## src/rtl/uart_arb_pkg.sv

```systemverilog
// uart_arb_pkg: arbiter state encoding and sizing helpers shared by the UART transmit arbiter.
package uart_arb_pkg;

    typedef enum logic [1:0] {IDLE, GRANT, SEND} arb_state_t;

    localparam int DATA_W_DEF = 8;

    function automatic int gnt_w(input int n);
        return (n <= 2) ? 1 : $clog2(n);
    endfunction

endpackage

```

## src/rtl/uart_tx_arbiter_if.sv

```systemverilog
// uart_tx_arbiter_if: requester, uart_tx and grant-status signals around the arbiter.
interface uart_tx_arbiter_if
    import uart_arb_pkg::*;
#(
    parameter int NUM_REQ = 4,
    parameter int DATA_W  = DATA_W_DEF,
    parameter int GNT_W   = gnt_w(NUM_REQ)
) ();

    logic [NUM_REQ-1:0]        req_valid;
    logic [NUM_REQ*DATA_W-1:0] req_data;
    logic [NUM_REQ-1:0]        req_last;
    logic [NUM_REQ-1:0]        req_ack;
    logic                      tx_valid;
    logic [DATA_W-1:0]         tx_data;
    logic                      tx_ready;
    logic                      gnt_active;
    logic [GNT_W-1:0]          gnt_id;
    logic                      pkt_done;
    logic                      timeout;

    modport master (
        output req_valid, req_data, req_last, tx_ready,
        input  req_ack, tx_valid, tx_data, gnt_active, gnt_id, pkt_done, timeout
    );

    modport slave (
        input  req_valid, req_data, req_last, tx_ready,
        output req_ack, tx_valid, tx_data, gnt_active, gnt_id, pkt_done, timeout
    );

endinterface

```

## src/rtl/uart_tx_arbiter_rr_pick.sv

```systemverilog
// rr_pick: first set bit of req searching upward from ptr with wrap-around.
module rr_pick #(
    parameter int N = 4,
    parameter int W = 2
) (
    input  logic [N-1:0] req,
    input  logic [W-1:0] ptr,
    output logic [W-1:0] idx,
    output logic         found
);

    logic [W-1:0] j;

    // Scan from the farthest offset down so the closest hit to ptr wins.
    always_comb begin
        idx = '0;
        j = '0;
        for (int k = N - 1; k >= 0; k--) begin
            j = W'((int'(ptr) + k) % N);
            if (req[j]) idx = j;
        end
    end

    assign found = |req;

endmodule

```

## src/rtl/uart_tx_arbiter.sv

```systemverilog
// uart_tx_arbiter: packet-granular round-robin sharing of one uart_tx among NUM_REQ requesters.
// Define UART_ARB_TIMEOUT_EN to force release of a grantee idle TIMEOUT_CYC cycles mid-packet.
module uart_tx_arbiter
    import uart_arb_pkg::*;
#(
    parameter int NUM_REQ = 4,
    parameter int DATA_W  = DATA_W_DEF,
    parameter int GNT_W   = gnt_w(NUM_REQ)
`ifdef UART_ARB_TIMEOUT_EN
    ,
    parameter int TIMEOUT_CYC = 1024
`endif
) (
    input logic              clk,
    input logic              rst,
    uart_tx_arbiter_if.slave bus
);

    arb_state_t         state;
    logic [GNT_W-1:0]   rr_ptr;
    logic [GNT_W-1:0]   gnt_id;
    logic [GNT_W-1:0]   pick_idx;
    logic [GNT_W-1:0]   next_ptr;
    logic               pick_found;
    logic               last_q;
    logic               tx_valid;
    logic               gnt_active;
    logic               pkt_done;
    logic [DATA_W-1:0]  tx_data;
    logic [DATA_W-1:0]  sel_data;
    logic [NUM_REQ-1:0] req_ack;

`ifdef UART_ARB_TIMEOUT_EN
    localparam int CNT_W = $clog2(TIMEOUT_CYC);
    logic [CNT_W-1:0] idle_cnt;
    logic             timeout;
`endif

    rr_pick #(.N(NUM_REQ), .W(GNT_W)) u_pick (
        .req   (bus.req_valid),
        .ptr   (rr_ptr),
        .idx   (pick_idx),
        .found (pick_found)
    );

    assign next_ptr = (gnt_id == GNT_W'(NUM_REQ - 1)) ? '0 : gnt_id + GNT_W'(1);
    assign sel_data = bus.req_data[gnt_id*DATA_W +: DATA_W];

    always_ff @(posedge clk or posedge rst) begin
        if (rst) begin
            state      <= IDLE;
            rr_ptr     <= '0;
            gnt_id     <= '0;
            gnt_active <= 1'b0;
            tx_valid   <= 1'b0;
            tx_data    <= '0;
            req_ack    <= '0;
            pkt_done   <= 1'b0;
            last_q     <= 1'b0;
`ifdef UART_ARB_TIMEOUT_EN
            idle_cnt   <= '0;
            timeout    <= 1'b0;
`endif
        end else begin
            req_ack  <= '0;
            pkt_done <= 1'b0;
`ifdef UART_ARB_TIMEOUT_EN
            timeout  <= 1'b0;
`endif
            case (state)
                IDLE: begin
                    if (pick_found) begin
                        gnt_id     <= pick_idx;
                        gnt_active <= 1'b1;
                        state      <= GRANT;
                    end
                end
                GRANT: begin
                    if (bus.req_valid[gnt_id]) begin
                        tx_data  <= sel_data;
                        tx_valid <= 1'b1;
                        req_ack  <= NUM_REQ'(1) << gnt_id;
                        last_q   <= bus.req_last[gnt_id];
                        state    <= SEND;
`ifdef UART_ARB_TIMEOUT_EN
                        idle_cnt <= '0;
                    end else if (idle_cnt == CNT_W'(TIMEOUT_CYC - 1)) begin
                        timeout    <= 1'b1;
                        gnt_active <= 1'b0;
                        rr_ptr     <= next_ptr;
                        idle_cnt   <= '0;
                        state      <= IDLE;
                    end else begin
                        idle_cnt <= idle_cnt + CNT_W'(1);
`endif
                    end
                end
                SEND: begin
                    if (bus.tx_ready) begin
                        tx_valid <= 1'b0;
                        if (last_q) begin
                            pkt_done   <= 1'b1;
                            gnt_active <= 1'b0;
                            rr_ptr     <= next_ptr;
                            state      <= IDLE;
                        end else begin
                            state <= GRANT;
                        end
                    end
                end
                default: state <= IDLE;
            endcase
        end
    end

    assign bus.req_ack    = req_ack;
    assign bus.tx_valid   = tx_valid;
    assign bus.tx_data    = tx_data;
    assign bus.gnt_active = gnt_active;
    assign bus.gnt_id     = gnt_id;
    assign bus.pkt_done   = pkt_done;
`ifdef UART_ARB_TIMEOUT_EN
    assign bus.timeout    = timeout;
`else
    assign bus.timeout    = 1'b0;
`endif

endmodule

```

## src/flat_wrapper.sv

```systemverilog
// flat-port wrapper written by rule: the top's interface ports become plain ports
module uart_tx_arbiter_flat import uart_arb_pkg::*;
#(
    parameter int NUM_REQ = 4,
    parameter int DATA_W  = DATA_W_DEF,
    parameter int GNT_W   = gnt_w(NUM_REQ)

)
  (clk, rst, bus_req_valid, bus_req_data, bus_req_last, bus_tx_ready, bus_req_ack, bus_tx_valid, bus_tx_data, bus_gnt_active, bus_gnt_id, bus_pkt_done, bus_timeout);
  uart_tx_arbiter_if #(.NUM_REQ(NUM_REQ), .DATA_W(DATA_W), .GNT_W(GNT_W)) bus_i ();
  input logic clk;
  input logic rst;
  input wire logic [$bits(bus_i.req_valid)-1:0] bus_req_valid;
  input wire logic [$bits(bus_i.req_data)-1:0] bus_req_data;
  input wire logic [$bits(bus_i.req_last)-1:0] bus_req_last;
  input wire logic [$bits(bus_i.tx_ready)-1:0] bus_tx_ready;
  output wire logic [$bits(bus_i.req_ack)-1:0] bus_req_ack;
  output wire logic [$bits(bus_i.tx_valid)-1:0] bus_tx_valid;
  output wire logic [$bits(bus_i.tx_data)-1:0] bus_tx_data;
  output wire logic [$bits(bus_i.gnt_active)-1:0] bus_gnt_active;
  output wire logic [$bits(bus_i.gnt_id)-1:0] bus_gnt_id;
  output wire logic [$bits(bus_i.pkt_done)-1:0] bus_pkt_done;
  output wire logic [$bits(bus_i.timeout)-1:0] bus_timeout;
  assign bus_i.req_valid = bus_req_valid;
  assign bus_i.req_data = bus_req_data;
  assign bus_i.req_last = bus_req_last;
  assign bus_i.tx_ready = bus_tx_ready;
  assign bus_req_ack = bus_i.req_ack;
  assign bus_tx_valid = bus_i.tx_valid;
  assign bus_tx_data = bus_i.tx_data;
  assign bus_gnt_active = bus_i.gnt_active;
  assign bus_gnt_id = bus_i.gnt_id;
  assign bus_pkt_done = bus_i.pkt_done;
  assign bus_timeout = bus_i.timeout;
  uart_tx_arbiter #(.NUM_REQ(NUM_REQ), .DATA_W(DATA_W), .GNT_W(GNT_W)) u_core (.clk(clk), .rst(rst), .bus(bus_i));
endmodule
```

## config.mk

```make
export PLATFORM = sky130hd
export DESIGN_NAME = uart_tx_arbiter_flat
export DESIGN_NICKNAME = d
export VERILOG_FILES = /design/src/rtl/uart_arb_pkg.sv /design/src/rtl/uart_tx_arbiter_if.sv /design/src/rtl/uart_tx_arbiter_rr_pick.sv /design/src/rtl/uart_tx_arbiter.sv /design/src/flat_wrapper.sv
export SDC_FILE = /design/constraint.sdc
export NUM_CORES = 1
export LEC_CHECK = 0
export CORE_ASPECT_RATIO = 2
export CORE_UTILIZATION = 41
export DETAILED_ROUTE_END_ITERATION = 6
export PLACE_DENSITY_LB_ADDON = 0.1
export RECOVER_POWER = 50
export SETUP_SLACK_MARGIN = 0.05
export SYNTH_ARGS = -nofsm -noshare
export SYNTH_HDL_FRONTEND = slang
export SYNTH_SLANG_ARGS = --single-unit
```

## constraint.sdc

```tcl
create_clock -name clk -period 2.1 [get_ports clk]
set_input_delay 0.42 -clock clk [delete_from_list [all_inputs] [get_ports clk]]
set_output_delay 0.42 -clock clk [all_outputs]
set_load 0.005 [all_outputs]
```

==> key figures <==
Final layout
  – Post-route cell area: 1996 um^2
  – Filler cells: 225
  – Area Overhead vs Synth: 54.11%
  – Layout Nets: 205
  – Commonest non-fill, non-tap cell in the layout: clkdlybuf4s50_1
  – Layout cell share with drive strength beyond 1: 21.66%
  – Most frequent cells in the layout: clkdlybuf4s50_1, dfrtp_1, dlygate4sd3_1, mux2_2
  – Final core occ: 67.02%
  – # diodes: 0

Global routing
  – Met1 usage: 21.58%
  – Vias in the first global route: 1119
  – First-pass GRT wire length: 5154 um
  – Remaining global-route overflow: 0
  – Met3 usage: 2.637%
  – Antenna violations before repair: 0
  – Largest net degree at the start of global routing: 23
  – Met2 GRT Util: 38.75%
  – Most Crowded Layer GR: met2
  – Total track usage: 20.09%

Timing
  – Slew Viols, Final: 0
  – Post-route setup TNS: 0 ns
  – Finish-stage setup viols: 0
  – Worst Skew: 0.01010 ns
  – Final min period: 1.852 ns
  – Final Cycle Share: 88.18%
  – Setup WS post-layout: 0.2483 ns
  – RSZ-0062 raised after global routing: false
  – Max_slew headroom: 22.22%
  – Fmax: 0.5400 GHz
  – Final Hold Viols: 0
  – WHS: 0.4902 ns
  – Worst slew pin tran: 1.167 ns

Routing
  – Post-DRT Antenna Nets: 0
  – DR vias: 1029
  – WL/cell: 16.80 um
  – Vias per cell: 5.503
  – Drt total wl: 3142 um
  – Initial DRT Pass Iterations: 4
  – Initial DRC Count: 15
  – Drt drc: 0

Worst setup path
  – CP Capture Type: output port
  – Critical Path Fanout Max: 8
  – Crit-path cells: clkdlybuf4s50_1
  – Critical path's slowest cell: dfrtp_1
  – Crit path DAT: 1.43 ns
  – CP top delay family: flip-flops
  – Critical Path Max Stage Delay: 0.60 ns
  – Start of the worst register-to-register path: u_core.state[1]
  – Worst Setup SP: u_core.bus.gnt_id[0]
  – Worst path bufs/invs: 1
  – Category of the worst setup path launch point: flip-flop
  – Worst EP required: 1.68 ns
  – Setup Crit Path Kind: reg -> out

Logic synthesis
  – Post-synthesis register bit count: 22
  – Distinct cells, synth: 32
  – Cell Area, Synth: 1295 um^2
  – YS warnings: 0
  – Sequential-to-total area share from yosys stat: 42.51%
  – Cells after Synth: 93
  – Synth Net Count: 140
  – Syn_area_per_cell: 13.92 um^2

Clock network
  – Root Driver: clkbuf_8
  – Clock Path Buffers: 2
  – CTS Sinks: 22
  – Clock Pin Slew Worst Setup and Hold Paths: 0.08 ns
  – Later-pin clock latency in the skew report: 0.26 ns
  – CTS buffer count: 3
  – Post-CTS Setup Repair Bufs: 0
  – CTS H-tree depth: 1
  – # resized after CTS: 0
  – CTS Hold Bufs: 0
  – CTS tree: yes

Placed design
  – GP Congestion: 0.7084
  – Port bufs: 59
  – Pre-CTS WS: 0.01224 ns
  – Post-DP HPWL: 2538 um
  – Dpl cell area: 1928 um^2

Hold path
  – Hold wc startpoint: u_core.bus.gnt_active
  – Type of the most critical hold path: reg -> reg

Floorplanning
  – Core footprint: 2978 um^2
  – DIE WIDTH: 41.74 um
  – Initial Util: 43.49%
  – Top-Level Pins: 61
  – Die H: 81.48 um
  – Die area: 3401 um^2
  – Rows: 28

Job
  – Number of max-cap violations: 0

Power and ir drop
  – Pwr Density: 1148 nW/um^2
  – Leak Pwr: 0.8612 nW
  – Max VDD drop: 838.0 uV

Run status
  – Status: finished clean
-- sequential cells by signal, indices dropped and copies added, names as in the netlist, 2 cells and up --
register            count
u_core.rr_ptr           2
u_core.state            2
u_core.bus.gnt_id       2
u_core.bus.req_ack      4
u_core.bus.tx_data      8
-- Yosys cell counts --
| library cell | instances | share of area, % |
|---|---|---|
| mux2_4 | 4 | 4.6 |
| mux2i_1 | 4 | 3.1 |
| o21ai_0 | 2 | 0.77 |
| nor3b_1 | 1 | 0.58 |
| or2_2 | 3 | 1.4 |
| ha_1 | 4 | 3.9 |
| o22ai_1 | 1 | 0.48 |
| nand2b_1 | 2 | 0.97 |
| mux4_2 | 5 | 8.7 |
| or2b_1 | 1 | 0.58 |
| o31ai_1 | 3 | 1.7 |
| nand2_1 | 4 | 1.2 |
| mux2_2 | 6 | 5.2 |
| conb_1 | 1 | 0.29 |
| nor2b_1 | 1 | 0.48 |
| buf_4 | 1 | 0.58 |
| inv_1 | 5 | 1.4 |
| buf_6 | 1 | 0.87 |
| mux4_1 | 4 | 8.1 |
| nand4b_1 | 1 | 0.68 |
| a21o_2 | 1 | 0.68 |
| buf_1 | 1 | 0.29 |
| o221ai_1 | 1 | 0.68 |
| or3b_4 | 1 | 0.87 |
| o22ai_4 | 1 | 1.5 |
| a311oi_1 | 1 | 0.68 |
| buf_8 | 2 | 2.3 |
| nand3b_1 | 2 | 1.2 |
| and2_2 | 4 | 2.3 |
| dfrtp_1 | 22 | 43 |
| a21oi_1 | 2 | 0.77 |
| nor4_1 | 1 | 0.48 |
-- kinds of logic after synthesis --
group,after synthesis,synth area share [%]
AOI/OAI and AO/OA,12,7.344
buffers and inverters,10,5.507
other,1,0.2896
DFF,22,42.51
and+or+nand+nor,21,10.73
muxes,23,29.76
adders and majority gates,4,3.865
-- per-stage QoR --
step,total power [mW],instances
floorplan,1.461,93
global placement,1.886,183
detailed placement,1.940,183
CTS,2.339,187
global route,2.444,187
finish,2.291,187
-- worst min-delay path: stages, from the launching register on --
cell and delay [ns]:
dfrtp_1 0.35, nand2_1 0.05, nand2_1 0.06
-- final timing paths --
check | to | slack (ns) | depth (start not counted)
max | bus_gnt_id[0] | 0.25 | 1
min | u_core.bus.gnt_active | 0.49 | 2
max reg2reg | u_core.bus.tx_data[5] | 0.28 | 3
min reg2reg | u_core.bus.gnt_active | 0.49 | 2
max in group asynchronous | u_core.bus.tx_data[6] | 0.43 | 3
min in group asynchronous | u_core.bus.tx_data[2] | 0.97 | 3
-- area by class of cell --
class / instances / area, um^2 / share of cell area (%)
inverter: 5 / 18.77 / 0.9404
clock inverter: 1 / 30.03 / 1.505
sequential: 22 / 550.5 / 27.59
multi-input combinational: 61 / 673.1 / 33.73
clock buffer: 3 / 41.29 / 2.069
timing repair buffer: 65 / 644.4 / 32.29
tap: 30 / 37.54 / 1.881
-- layer usage --
metal	vias to the layer above	part of all wire, %	wire [um]
met1	519	35	1089
met3	4	4.6	143
met5	-	0	0
met2	31	59	1868
met4	0	1.3	40
li1	475	-	-
-- where the power goes --
part	switching (mW)	internal, mW	total [mW]
combinational	0.395	0.745	1.14
clock	0.133	0.254	0.387
sequential	0.166	0.598	0.764
total	0.694	1.60	2.29
Note: power is estimated with default switching activity, not from simulation.
